[config.mk]
export PLATFORM = sky130hd
export DESIGN_NAME = truth_table_sweep
export DESIGN_NICKNAME = d
export VERILOG_FILES = /design/src/rtl/truth_table_pkg.sv /design/src/rtl/sweep_dwell_timer.sv /design/src/rtl/truth_table_sweep.sv
export SDC_FILE = /design/constraint.sdc
export NUM_CORES = 1
export LEC_CHECK = 0
export ABC_CLOCK_PERIOD_IN_PS = 1650
export CAP_MARGIN = 20
export CORE_MARGIN = 5
export CORE_UTILIZATION = 35
export CTS_CLUSTER_SIZE = 10
export DETAILED_ROUTE_END_ITERATION = 8
export PLACE_DENSITY = 0.71
export SLEW_MARGIN = 20
export SYNTH_ARGS = -nofsm -noshare
export SYNTH_HDL_FRONTEND = slang
export SYNTH_SLANG_ARGS = --single-unit
[constraint.sdc]
create_clock -name clk -period 1.65 [get_ports clk]
set_input_delay 0.2475 -clock clk [delete_from_list [all_inputs] [get_ports clk]]
set_output_delay 0.2475 -clock clk [all_outputs]
set_load 0.005 [all_outputs]
[src/rtl/truth_table_pkg.sv]
// Shared types and constants for the 4-input truth-table sweeper.
package truth_table_pkg;

  localparam int N_IN    = 4;
  localparam int N_CODES = 16;

  typedef logic [N_CODES-1:0] tt_t;

  typedef enum logic {
    IDLE  = 1'b0,
    DRIVE = 1'b1
  } state_t;

endpackage

[src/rtl/sweep_dwell_timer.sv]
// Dwell timer: 8-bit counter that flags the last cycle of each DWELL-cycle window.
module sweep_dwell_timer #(
  parameter int DWELL = 10
) (
  input  logic clk,
  input  logic rst,
  input  logic clr,
  input  logic en,
  output logic last
);

  localparam logic [7:0] LAST_CNT = 8'(DWELL - 1);

  logic [7:0] cnt;

  assign last = (cnt == LAST_CNT);

  // Count while enabled, restarting after the last cycle of the window.
  always_ff @(posedge clk) begin
    if (rst || clr) begin
      cnt <= '0;
    end else if (en) begin
      cnt <= last ? 8'd0 : cnt + 8'd1;
    end
  end

endmodule

[src/rtl/truth_table_sweep.sv]
// Truth-table sweeper: drives {a,b,c,d} through codes 0..15, holding each for
// DWELL cycles, and captures f at the end of each dwell into tt.
// Optional feature macro: TT_EXPECT_CHECK_EN adds expected/mismatch/pass.
//
// state | meaning
// IDLE  | stimulus parked at 0, waiting for start
// DRIVE | stimulus = idx, capturing f on the last cycle of each dwell
module truth_table_sweep
  import truth_table_pkg::*;
#(
  parameter int DWELL = 10
) (
  input  logic            clk,
  input  logic            rst,
  input  logic            start,
  input  logic            f,
`ifdef TT_EXPECT_CHECK_EN
  input  logic [15:0]     expected,
  output logic [15:0]     mismatch,
  output logic            pass,
`endif
  output logic            a,
  output logic            b,
  output logic            c,
  output logic            d,
  output logic [N_IN-1:0] idx,
  output logic            busy,
  output logic            done,
  output logic [15:0]     tt
);

  localparam logic [N_IN-1:0] LAST_IDX = N_IN'(N_CODES - 1);

  state_t          state, state_n;
  logic [N_IN-1:0] idx_n;
  tt_t             tt_n;
  logic            done_n;
  logic            clr, en, last, capture;

  sweep_dwell_timer #(.DWELL(DWELL)) u_timer (
    .clk  (clk),
    .rst  (rst),
    .clr  (clr),
    .en   (en),
    .last (last)
  );

  // idx returns to 0 on completion, so the stimulus can simply mirror idx.
  assign {a, b, c, d} = idx;
  assign busy         = (state == DRIVE);

  // State register.
  always_ff @(posedge clk) begin
    if (rst) state <= IDLE;
    else     state <= state_n;
  end

  // Next-state and datapath next values.
  always_comb begin
    state_n = state;
    idx_n   = idx;
    tt_n    = tt;
    done_n  = 1'b0;
    clr     = 1'b0;
    en      = 1'b0;
    capture = 1'b0;
    case (state)
      IDLE: begin
        clr = 1'b1;
        if (start) begin
          tt_n    = '0;
          idx_n   = '0;
          state_n = DRIVE;
        end
      end
      DRIVE: begin
        en = 1'b1;
        if (last) begin
          capture   = 1'b1;
          tt_n[idx] = f;
          if (idx == LAST_IDX) begin
            idx_n   = '0;
            done_n  = 1'b1;
            state_n = IDLE;
          end else begin
            idx_n = idx + 1'b1;
          end
        end
      end
      default: state_n = IDLE;
    endcase
  end

  // Datapath registers: code index, captured table and completion pulse.
  always_ff @(posedge clk) begin
    if (rst) begin
      idx  <= '0;
      tt   <= '0;
      done <= 1'b0;
    end else begin
      idx  <= idx_n;
      tt   <= tt_n;
      done <= done_n;
    end
  end

`ifdef TT_EXPECT_CHECK_EN
  tt_t  exp_q;
  tt_t  mismatch_n;

  // Fold the current capture into the mismatch vector.
  always_comb begin
    mismatch_n      = mismatch;
    mismatch_n[idx] = f ^ exp_q[idx];
  end

  // Latch the reference at start; track mismatches and settle pass at completion.
  always_ff @(posedge clk) begin
    if (rst) begin
      exp_q    <= '0;
      mismatch <= '0;
      pass     <= 1'b0;
    end else if (state == IDLE && start) begin
      exp_q    <= expected;
      mismatch <= '0;
      pass     <= 1'b0;
    end else if (capture) begin
      mismatch <= mismatch_n;
      if (idx == LAST_IDX) pass <= (mismatch_n == '0);
    end
  end
`endif

endmodule

==> implementation parameters, run 1 <==
Parameter                              Value

STA
  Fmax achieved    628 MHz
  Minimum clock period    1.59 ns
  Share of the clock period used by the worst path after layout    0.966
  Setup Viol. Count Final    0
  Max_slew headroom    0.748
  Aggregate negative setup slack    0 ns
  Worst clock skew    0.00764 ns
  Worst hold slack across all endpoints    0.491 ns
  Hold violation count in the final report    0
  Max-slew violation total from the final report    0
  RSZ-0062 raised after global routing    false
  Transition at the pin with the smallest max-transition slack    0.378 ns

Power and ir drop
  Design Power    1.44 mW
  Worst supply voltage drop on vdd    0.288 mV
  Leakage power of the design    0.795 nW
  Power density cells    approximately 690 nW/µm²

Floorplanning
  Site row count    24
  Core outline area    4410 µm²
  Horiz. Die Dim    77.8 µm
  Die Y-Extent    77.8 µm
  Initial cell density of the core    0.364
  Overall die area    between 6000 and 7000 µm²
  # IOs    30

Clock tree
  Clock sink count    30
  TritonCTS clock tree    yes
  Number of buffers on the longest clock path    2
  Number of H-tree levels    2
  Master cell of the clock root buffer    sky130_fd_sc_hd__clkbuf_8
  Worst-Skew Late Latency    0.28 ns
  Cts bufs inserted    5
  Clk pin slew, worst setup/hold paths    0.06 ns

Yosys
  Share of flip-flops with an asynchronous set or reset    0
  Number of enable flip-flop cells after synthesis    0
  Mean area per synthesized cell    9.69 µm²
  Fraction of the yosys area taken by sequential cells    0.374
  Simple-gate area share of the yosys netlist    0.300
  Combinational family with the most area after synthesis    simple AND/OR/NAND/NOR gates
  Most used DFF post-synth    sky130_fd_sc_hd__dfxtp_1
  Syn Nets    176
  Synth Register Bits    30
  Xor-xnor portion of the synthesized cell area    0.0163
  Synthesized instance count    166
  Netlist area before placement    1610 µm²
  Area fraction in compound gates after synthesis    0.0700
  YS warnings    0
  Multiplexer area fraction after synthesis    0.107
  Number of distinct library cells after synthesis    36
  Adder and majority cell fraction of the synthesized area    0.0467

Placement
  Total half-perimeter wirelength after legalization and detailed placement    2530 µm
  Routability congestion estimate from global placement    0.789
  Total instance count after detailed placement    about 240
  Total of buffers placed on input and output ports    29

Finish
  Antenna Diode Count    0
  Top library cells by usage in the layout, fill and taps aside    sky130_fd_sc_hd__clkdlybuf4s50_1, sky130_fd_sc_hd__dfxtp_1, sky130_fd_sc_hd__nand4_1, sky130_fd_sc_hd__nand3b_1, sky130_fd_sc_hd__mux2i_1
  Most common library cell in the layout ignoring fill and taps    sky130_fd_sc_hd__clkdlybuf4s50_1
  Register area    about 600 µm²
  Number of filler instances in the final layout    ~430
  Area delta synth->final    29.5%
  Total Nets Final    208
  Fraction of layout instances using a drive strength above 1    0.141
  Non-Filler Instances    251
  Multi-input logic area    882 µm²

Global routing
  Wire length of the first global-routing pass    6020 µm
  Number of antenna violations at the first check in global routing    0
  Total congestion overflow after global routing    0
  Pin count of the biggest net entering global routing    22
  Vias in the first global route    1,263
  Overall Global Routing Usage    0.121

Worst hold path
  Worst hold path type    flop to flop

Worst setup path
  Startpoint kind of the worst setup timing path    flop
  Kind of end point of the critical path    primary output
  Crit path largest cell delay    0.57 ns
  Arr. time, crit path    1.35 ns
  Cell type of the slowest stage on the worst timing path    sky130_fd_sc_hd__clkdlybuf4s50_1
  Top delay family on crit path    buffers and inverters
  Critical path peak fanout    8
  Data required time at the worst endpoint    1.40 ns
  Ordered cell list for the critical path    clkdlybuf4s50_1
  Buffering stage count on the worst path with inverters included    1
  Category of the critical setup timing path    flop to primary output

Status
  Result of the run    complete, no violations

Detailed routing
  Total Routed Length    between 3000 and 4000 µm
  Total vias in the final route    around 1,300
  Number of design-rule violations left by the first detailed-router iteration    109
  Count of antenna-violating nets left after detailed routing    0
  Via-per-instance ratio    5.34
  DRC    0
  First-pass iteration count of the detailed router    4
  Final routed wire length divided by cell count    14.4 µm

Job
  Maximum Capacitance Violations    0
path summary, 6_finish.rpt:
check	from	to	slack (ns)	cells past startpoint
worst max-delay path	idx[1]$_SDFFE_PP0P_	c	0.06	1
worst min register to register	tt[1]$_SDFFE_PP0P_	tt[1]$_SDFFE_PP0P_	0.49	2
worst max register to register	u_timer.cnt[1]$_SDFFE_PP0P_	u_timer.cnt[3]$_SDFFE_PP0P_	0.09	5
worst min-delay path	tt[1]$_SDFFE_PP0P_	tt[1]$_SDFFE_PP0P_	0.49	2
area by class of cell:
| cell class | instances | area share |
|---|---|---|
| clock inverter | 1 | 0.00240 |
| multi-input combinational | 115 | 0.424 |
| clock buffer | 7 | 0.0415 |
| inverter | 5 | 0.00901 |
| sequential | 30 | 0.290 |
| tap | 52 | 0.0312 |
| timing repair buffer | 41 | 0.203 |
cells by family (layout without fill, tap and decap cells):
group,count (synthesis),after routing
AND/OR/NAND/NOR,74,74
flip-flops,30,30
buffers and inverters,21,54
multiplexers,17,17
AO/OA/AOI/OAI,15,15
adder cells (fa/ha/maj),6,6
XOR/XNOR,3,3
through the flow:
| step | worst slack [ns] | utilization | area, µm² |
|---|---|---|---|
| floorplan | 0.122 | - | 1610 |
| global placement | 0.111 | 0.444 | 1960 |
| detailed placement | 0.0871 | 0.444 | 1960 |
| CTS | 0.0265 | 0.465 | 2050 |
| global route | 0.00852 | 0.472 | 2080 |
| finish | 0.0566 | 0.472 | 2080 |
what timing repair did:
action	in CTS	in global routing
endpoints found under the hold margin	0	0
gates resized for setup	1	3
setup buffers	0	2
pin swaps	0	1
setup endpoints to repair	2	12
gates cloned	0	0
hold buffers	0	0
cells in the mapped netlist (2+ instances only):
| cell | count | share of area |
|---|---|---|
| sky130_fd_sc_hd__a21oi_1 | 4 | 0.012 |
| sky130_fd_sc_hd__a31oi_1 | 2 | 0.0078 |
| sky130_fd_sc_hd__buf_4 | 6 | 0.028 |
| sky130_fd_sc_hd__clkbuf_1 | 4 | 0.0093 |
| sky130_fd_sc_hd__clkbuf_8 | 3 | 0.026 |
| sky130_fd_sc_hd__dfxtp_1 | 30 | 0.37 |
| sky130_fd_sc_hd__ha_1 | 6 | 0.047 |
| sky130_fd_sc_hd__inv_1 | 5 | 0.012 |
| sky130_fd_sc_hd__mux2i_1 | 16 | 0.10 |
| sky130_fd_sc_hd__nand2_1 | 4 | 0.0093 |
| sky130_fd_sc_hd__nand2b_1 | 2 | 0.0078 |
| sky130_fd_sc_hd__nand3_1 | 8 | 0.025 |
| sky130_fd_sc_hd__nand3b_1 | 16 | 0.075 |
| sky130_fd_sc_hd__nand4_1 | 19 | 0.074 |
| sky130_fd_sc_hd__nor2_1 | 9 | 0.021 |
| sky130_fd_sc_hd__nor2b_1 | 3 | 0.012 |
| sky130_fd_sc_hd__nor3b_1 | 3 | 0.014 |
| sky130_fd_sc_hd__o211ai_1 | 2 | 0.0093 |
| sky130_fd_sc_hd__o21ai_0 | 3 | 0.0093 |
| sky130_fd_sc_hd__or3_1 | 3 | 0.012 |
| sky130_fd_sc_hd__xor2_1 | 3 | 0.016 |
sequential cells by signal (all words and copies together), names as in the netlist:
register / flops
done: 1
tt: 16
u_timer.cnt: 8
idx: 4
busy: 1
per-layer routing:
metal / vias up / routed length [µm] / track usage
met5: - / 0 / 0
met4: 0 / 74 / 0.0653
met3: 7 / 154 / 0.0359
met2: 33 / 1610 / 0.174
met1: 636 / 1770 / 0.161
li1: 664 / - / -
where the power goes:
part,switching [mW],internal (mW)
logic,0.0517,0.0469
registers,0.00230,0.728
clock network,0.272,0.336
Note: power is estimated with default switching activity, not from simulation.
==> run 2, diff against run 1 <==
--- a/config.mk
+++ b/config.mk
@@ -9,7 +9,6 @@
 export CAP_MARGIN = 20
 export CORE_MARGIN = 5
 export CORE_UTILIZATION = 35
-export CTS_CLUSTER_SIZE = 10
 export DETAILED_ROUTE_END_ITERATION = 8
 export PLACE_DENSITY = 0.71
 export SLEW_MARGIN = 20
==> results of run 2 <==
The final DEF is identical to that of run 1; final timing and power are the same.
==> run 3, diff against run 2 <==
--- a/config.mk
+++ b/config.mk
@@ -7,7 +7,6 @@
 export LEC_CHECK = 0
 export ABC_CLOCK_PERIOD_IN_PS = 1650
 export CAP_MARGIN = 20
-export CORE_MARGIN = 5
 export CORE_UTILIZATION = 35
 export DETAILED_ROUTE_END_ITERATION = 8
 export PLACE_DENSITY = 0.71
==> run 3 against run 2 <==
Net effect: die area decreased by 20%; first-iteration DRC count shrank 14%; non-clock buffer count up 7; critical endpoint is now b; clock-buffer cell count decreased by 1; utilization rose by 2.3 points; worst hold slack barely moved; highest routed layer unchanged; largest cell class unchanged; wire length shrank 5.3%.
==> implementation parameters, run 3 (synthesis results as in run 1) <==
Parameter                              Value

Status
  Result of the run    complete, no violations

Detailed routing
  DRC    0
  Count of antenna-violating nets left after detailed routing    0
  Total Routed Length    3420 µm
  Total vias in the final route    1,355
  Via-per-instance ratio    5.25
  Number of design-rule violations left by the first detailed-router iteration    94
  Final routed wire length divided by cell count    13.3 µm
  First-pass iteration count of the detailed router    5

Clock tree
  Number of buffers on the longest clock path    2
  Worst-Skew Late Latency    0.29 ns
  Master cell of the clock root buffer    sky130_fd_sc_hd__clkbuf_8
  # hold bufs at CTS    0
  TritonCTS clock tree    yes
  Number of H-tree levels    2
  Clock sink count    30
  Cts bufs inserted    5
  Clk pin slew, worst setup/hold paths    0.07 ns

Finish
  Area delta synth->final    35.0%
  Fraction of layout instances using a drive strength above 1    0.165
  Most common library cell in the layout ignoring fill and taps    sky130_fd_sc_hd__dfxtp_1
  Largest register by flop count    tt
  Number of flip-flops under the largest register name    16
  Registers with the most flip-flops    tt: 16 flops, u_timer.cnt: 8 flops, idx: 4 flops
  Non-Filler Instances    approximately 260
  Core utilization of the finished layout    0.495
  Top library cells by usage in the layout, fill and taps aside    sky130_fd_sc_hd__dfxtp_1, sky130_fd_sc_hd__clkdlybuf4s50_1, sky130_fd_sc_hd__nand4_1
  Post-route cell area    2170 µm²
  Total Nets Final    215
  Antenna Diode Count    0

Floorplanning
  Site row count    24
  # IOs    30
  Overall die area    4870 µm²
  Core outline area    around 4400 µm²
  Die Y-Extent    69.8 µm
  Horiz. Die Dim    69.8 µm
  Initial cell density of the core    0.367

STA
  Worst clock skew    0.00698 ns
  Transition at the pin with the smallest max-transition slack    0.367 ns
  Final setup slack of the worst path    0.0795 ns
  Minimum clock period    around 1.6 ns
  Fmax achieved    637 MHz
  Worst hold slack across all endpoints    0.491 ns
  Aggregate negative setup slack    0 ns
  Max-slew violation total from the final report    0
  Max_slew headroom    0.755
  Hold violation count in the final report    0
  Setup Viol. Count Final    0
  Share of the clock period used by the worst path after layout    0.952
  RSZ-0062 raised after global routing    true

Global routing
  Wire length of the first global-routing pass    roughly 5700 µm
  Number of antenna violations at the first check in global routing    0
  Total congestion overflow after global routing    0
  Vias in the first global route    1,216
  Pin count of the biggest net entering global routing    19
  Overall Global Routing Usage    0.151

Worst setup path
  Arr. time, crit path    1.32 ns
  Ordered cell list for the critical path    clkdlybuf4s50_1
  Startpoint kind of the worst setup timing path    flop
  Top delay family on crit path    buffers and inverters
  Category of the critical setup timing path    flop to primary output
  Crit path largest cell delay    0.56 ns
  Buffering stage count on the worst path with inverters included    1
  Critical path peak fanout    10
  Cell type of the slowest stage on the worst timing path    sky130_fd_sc_hd__clkdlybuf4s50_1
  Data required time at the worst endpoint    1.40 ns
  Kind of end point of the critical path    primary output

Placement
  Routability congestion estimate from global placement    0.809
  Worst slack at placement    about 0.032 ns
  Total half-perimeter wirelength after legalization and detailed placement    2390 µm
  DP Area    1980 µm²
  Total instance count after detailed placement    around 250
  Total of buffers placed on input and output ports    29

Power and ir drop
  Switching share of power    0.191
  Combinational Power Share    0.057
  Power density cells    around 810 nW/µm²
  Worst supply voltage drop on vdd    0.298 mV
  Reg power frac    0.416
  Power share of the clock group    0.528
  Internal power    1.42 mW
  Leakage power of the design    approximately 0.85 nW
  Design Power    1.76 mW
  Net switching power figure    approximately 340 µW

Job
  Maximum Capacitance Violations    0

Worst hold path
  Worst hold path type    flop to flop
run 3: area by class of cell:
cell class                      count  area [µm²]
Inverter                            5        18.8
Multi-Input combinational cell    115         882
Sequential cell                    30         601
Timing Repair Buffer               48         462
Clock inverter                      2        60.1
Tap cell                           52        65.1
Fill cell                         407        2210
Clock buffer                        6        82.6
run 3: power by group through the flow:
stage / sequential, mW / combinational [mW] / clock (mW)
global placement: 0.746 / 0.0918 / 0
global route: 0.730 / 0.108 / 0.979
CTS: 0.729 / 0.0927 / 0.939
finish: 0.730 / 0.0995 / 0.927
floorplan: 0.747 / 0.0579 / 0
detailed placement: 0.746 / 0.0925 / 0
run 3: worst paths after layout:
path,startpoint,to,slack [ns],cells past startpoint
max,idx[2]$_SDFFE_PP0P_,b,0.08,1
min,tt[9]$_SDFFE_PP0P_,tt[9]$_SDFFE_PP0P_,0.49,2
max reg2reg,u_timer.cnt[1]$_SDFFE_PP0P_,u_timer.cnt[3]$_SDFFE_PP0P_,0.12,5
min reg2reg,tt[9]$_SDFFE_PP0P_,tt[9]$_SDFFE_PP0P_,0.49,2
run 3: per-layer routing:
layer	vias up	routed length [µm]	track usage	part of all wire
met4	0	49	0.0600	0.014
met5	-	0	0	0
met3	6	221	0.0538	0.065
li1	683	-	-	-
met1	629	1650	0.199	0.48
met2	37	1500	0.222	0.44
run 3: what timing repair did:
action,CTS,global route
gates resized for setup,0,1
setup buffers,0,2
endpoints found under the setup margin,0,4
